## src/rtl/ysyx_25040111_xbar_rd.sv

```systemverilog
// AXI-lite read-channel crossbar: LSU read master to CLINT or memory, one read in flight.
// Misaligned addresses get a local DECERR without touching either slave.
module ysyx_25040111_xbar_rd #(
  parameter logic [31:0] CLINT_BASE = 32'ha0000048,
  parameter logic [31:0] CLINT_MASK = 32'hfffffff8
) (
  input  logic        clk,
  input  logic        rst_n,
  // master side
  input  logic [31:0] m_araddr,
  input  logic        m_arvalid,
  output logic        m_arready,
  output logic [31:0] m_rdata,
  output logic [1:0]  m_rresp,
  output logic        m_rvalid,
  input  logic        m_rready,
  // CLINT slave
  output logic [31:0] clint_araddr,
  output logic        clint_arvalid,
  input  logic        clint_arready,
  input  logic [31:0] clint_rdata,
  input  logic [1:0]  clint_rresp,
  input  logic        clint_rvalid,
  output logic        clint_rready,
  // memory slave
  output logic [31:0] mem_araddr,
  output logic        mem_arvalid,
  input  logic        mem_arready,
  input  logic [31:0] mem_rdata,
  input  logic [1:0]  mem_rresp,
  input  logic        mem_rvalid,
  output logic        mem_rready
);

  typedef enum logic [1:0] {StIdle, StAddr, StData, StErr} state_e;

  localparam logic SelMem   = 1'b0;
  localparam logic SelClint = 1'b1;

  state_e      r_state;
  state_e      w_state_next;
  logic [31:0] r_addr;
  logic [31:0] w_addr_next;
  logic        r_sel;
  logic        w_sel_next;

  logic        w_misaligned;
  logic        w_is_clint;
  logic        w_sel_arready;
  logic        w_sel_rvalid;
  logic [31:0] w_sel_rdata;
  logic [1:0]  w_sel_rresp;

  assign w_misaligned  = |m_araddr[1:0];
  assign w_is_clint    = (m_araddr & CLINT_MASK) == CLINT_BASE;
  assign w_sel_arready = (r_sel == SelClint) ? clint_arready : mem_arready;
  assign w_sel_rvalid  = (r_sel == SelClint) ? clint_rvalid  : mem_rvalid;
  assign w_sel_rdata   = (r_sel == SelClint) ? clint_rdata   : mem_rdata;
  assign w_sel_rresp   = (r_sel == SelClint) ? clint_rresp   : mem_rresp;

  // The CLINT samples araddr after its AR handshake, so the address comes
  // straight from the latch and only changes when a new AR is accepted.
  assign clint_araddr = r_addr;
  assign mem_araddr   = r_addr;

  always_ff @(posedge clk or negedge rst_n) begin
    if (!rst_n) begin
      r_state <= StIdle;
      r_addr  <= 32'h0;
      r_sel   <= SelMem;
    end else begin
      r_state <= w_state_next;
      r_addr  <= w_addr_next;
      r_sel   <= w_sel_next;
    end
  end

  always_comb begin
    w_state_next = r_state;
    w_addr_next  = r_addr;
    w_sel_next   = r_sel;
    unique case (r_state)
      StIdle: begin
        if (m_arvalid) begin
          w_addr_next = m_araddr;
          if (w_misaligned) begin
            w_state_next = StErr;
          end else begin
            w_sel_next   = w_is_clint ? SelClint : SelMem;
            w_state_next = StAddr;
          end
        end
      end
      StAddr: begin
        if (w_sel_arready) w_state_next = StData;
      end
      StData: begin
        if (w_sel_rvalid && m_rready) w_state_next = StIdle;
      end
      StErr: begin
        if (m_rready) w_state_next = StIdle;
      end
      default: w_state_next = StIdle;
    endcase
  end

  always_comb begin
    m_arready     = (r_state == StIdle);
    m_rvalid      = 1'b0;
    m_rdata       = 32'h0;
    m_rresp       = 2'b00;
    clint_arvalid = 1'b0;
    clint_rready  = 1'b0;
    mem_arvalid   = 1'b0;
    mem_rready    = 1'b0;
    unique case (r_state)
      StAddr: begin
        clint_arvalid = (r_sel == SelClint);
        mem_arvalid   = (r_sel == SelMem);
      end
      StData: begin
        m_rvalid     = w_sel_rvalid;
        m_rdata      = w_sel_rdata;
        m_rresp      = w_sel_rresp;
        clint_rready = (r_sel == SelClint) && m_rready;
        mem_rready   = (r_sel == SelMem) && m_rready;
      end
      StErr: begin
        m_rvalid = 1'b1;
        m_rresp  = 2'b11;
      end
      default: ;
    endcase
  end

endmodule

```

## config.mk

```make
export PLATFORM = sky130hd
export DESIGN_NAME = ysyx_25040111_xbar_rd
export DESIGN_NICKNAME = d
export VERILOG_FILES = /design/src/rtl/ysyx_25040111_xbar_rd.sv
export SDC_FILE = /design/constraint.sdc
export NUM_CORES = 1
export LEC_CHECK = 0
export CORE_MARGIN = 2
export CORE_UTILIZATION = 33
export DETAILED_ROUTE_END_ITERATION = 10
export PLACE_DENSITY = 0.87
export SYNTH_ARGS = -nofsm -noshare
export SYNTH_HDL_FRONTEND = slang
export SYNTH_SLANG_ARGS = --single-unit
```

## constraint.sdc

```tcl
create_clock -name clk -period 4.13 [get_ports clk]
set_input_delay 0.6195 -clock clk [delete_from_list [all_inputs] [get_ports clk]]
set_output_delay 0.6195 -clock clk [all_outputs]
set_load 0.01 [all_outputs]
```

==> out/summary.txt <==
DRT antenna net count: 0
clock buffer depth: 2
Yosys warning total: 0
Placed Area: 4170 um2
H-tree depth: 2
sequential share of the synthesized area: 39.1%
final hold vios: 0
Iter 0 DRT Violations: 51
starting density of the core: 33.5%
DR DRC count: 0
commonest non-fill, non-tap cells in the layout: clkdlybuf4s50_1 (211), mux2_2 (35), mux2i_1 (35), nor2_1 (35), dfrtp_1 (34)
setup slack after layout: 1.03 ns
Slew @ Worst Pin: 1.08 ns
Mapped Cells: 212
fin. max-slew vios: 0
Detailed Place HPWL: 6030 um
Finished Layout Cells: 467
Syn Nets: 320
Critical Path Source Type: flip-flop
final core occ: 64.0%
Comb pwr share: 63.6%
Sequential Power Share: 25.1%
setup TNS: 0 ns
first-pass GRT wire length: 11200 um
Setup crit end kind: output pin
CTS buffer count: 5
RSZ-0062 raised after global routing: no
CP arrival: 2.48 ns
max_cap viols: 0
Placement Rows: 30
fin area: 4280 um2
Reg2Reg Depth: 3
final setup fails: 0
WL/cell: 15.5 um
latest clock arrival within the worst-skew pair: 0.28 ns
Fillers: 525
Final #Nets: 494
internal power: 1.77 mW
worst vdd ir: 252 uV
Vias: 2208
post-route total power: 2.68 mW
core area: 6680 um2
post-synthesis cell area: 2240 um2
buffer count from post-CTS setup fixing: 0
dpl ws: 1.35 ns
Clock Power Share: 11.2%
largest net degree at the start of global routing: 42
Req. time, crit path: 3.51 ns
Inserted Diodes: 0
CTS Root Buffer Type: clkbuf_8
share of cells above drive strength 1: 12.1%
PortBufs: 211
vias in the first global route: 2355
Max Fanout on Critical Path: 41
TritonRoute pass-1 iters: 4
Layout area overhead: 91.0%
Hold WC Path Type: reg2reg
# IOs: 212
pwr/cell area: 627 nW/um2
CTS clk-pin slew, worst paths: 0.07 ns
period utilization: 75.0%
Setup CP Type: reg2out
Max Freq: 323 MHz
RePlAce Congestion: 0.755
WL final: 7250 um
TritonCTS clock tree: built
hold depth: 1
GRT Resource Usage Total: 18.9%
crit path time final: 3.10 ns
Max-slew headroom: 27.9%
Net Switching: 0.912 mW
leak pwr: 1.62 nW
synthesized flop and latch total: 35
DIE WIDTH: 86.4 um
most common cell after layout, fill and taps aside: clkdlybuf4s50_1
Synth cell types: 24
Die H: 86.4 um
Fin Clk Skew: 0.00612 ns
Syn Area/Cell: 10.6 um2
cts hold-fix bufs: 0
remaining global-route overflow: 0
vias per inst: 4.73
Hold WS: 0.543 ns
total clock sinks: 35
Resize count post-CTS: 0
initial antenna violation count: 0
status: finished, final reports clean
sw frac: 34.0%
placed cells: 459
die area: 7470 um2
==> registers in the layout (all words and copies together), names as in the netlist <==
signal        flops
clint_araddr     32
r_sel             1
r_state           2
==> layer usage <==
layer	track usage (%)	vias to the layer above	wire length (um)	share of wire, %
met3	3.81	8	459	6.3
li1	-	1055	-	-
met2	36.6	115	3970	55
met1	20.5	1030	2730	38
met4	5.54	0	92	1.3
met5	0	-	0	0
==> final timing paths <==
path                             startpoint          endpoint  slack, ns
setup / recovery                      r_sel          m_rvalid       1.03
hold / removal             clint_araddr[12]  clint_araddr[12]       0.54
setup reg to reg                 r_state[0]  clint_araddr[21]       2.08
hold reg to reg            clint_araddr[12]  clint_araddr[12]       0.54
max in group asynchronous             rst_n             r_sel       3.06
min in group asynchronous             rst_n  clint_araddr[16]       0.74
==> logic make-up (layout without fill, tap and decap cells) <==
logic type      after synthesis  after routing  synth area share [%]
mux                          70             70                  33.2
simple gates                 52             52                  11.0
buf+inv                      47            222                  13.7
flops                        35             35                  39.1
compound gates                8              8                  2.96
==> cells in the mapped netlist <==
cell       instances  area [um2]
clkbuf_1           6        22.5
dfrtp_1           35         876
nor4bb_1           1        10.0
o41ai_2            1        16.3
nor2_1            35         131
nor3_1             1        5.00
o21a_1             3        22.5
mux2i_1           35         350
buf_2              9        45.0
o31ai_1            1        7.51
buf_4             32         240
nand2b_1           1        6.26
nor4_1             4        25.0
o21ai_0            1        5.00
nand2_1            2        7.51
and3b_1            1        8.76
nand4_1            2        12.5
or3_1              1        6.26
mux2_2            35         394
or3b_1             1        8.76
and4b_1            1        10.0
a2bb2oi_1          1        8.76
o22ai_1            1        6.26
nor3b_1            2        15.0
==> critical path, cell delays in order (launching register included) <==
cell and delay (ns):
dfrtp_2 1.07, mux2_2 0.42, o21a_1 0.18, clkdlybuf4s50_1 0.49
==> power by group through the flow <==
stage / clock network, mW / registers (mW) / logic [mW]
2_1_floorplan: 0 / 0.707 / 0.796
5_1_grt: 0.323 / 0.703 / 1.82
6_report: 0.301 / 0.675 / 1.71
3_5_place_dp: 0 / 0.686 / 1.72
3_3_place_gp: 0 / 0.672 / 1.69
4_1_cts: 0.310 / 0.680 / 1.73
==> cell type report <==
type | instances | area, um2 | area share [%]
Timing Repair Buffer | 214 | 2130 | 49.9
Multi-Input combinational cell | 130 | 1060 | 24.7
Sequential cell | 35 | 877 | 20.5
Tap cell | 80 | 100 | 2.34
Clock buffer | 6 | 72.6 | 1.70
Clock inverter | 2 | 37.5 | 0.877
(Power assumes the default switching activity.)
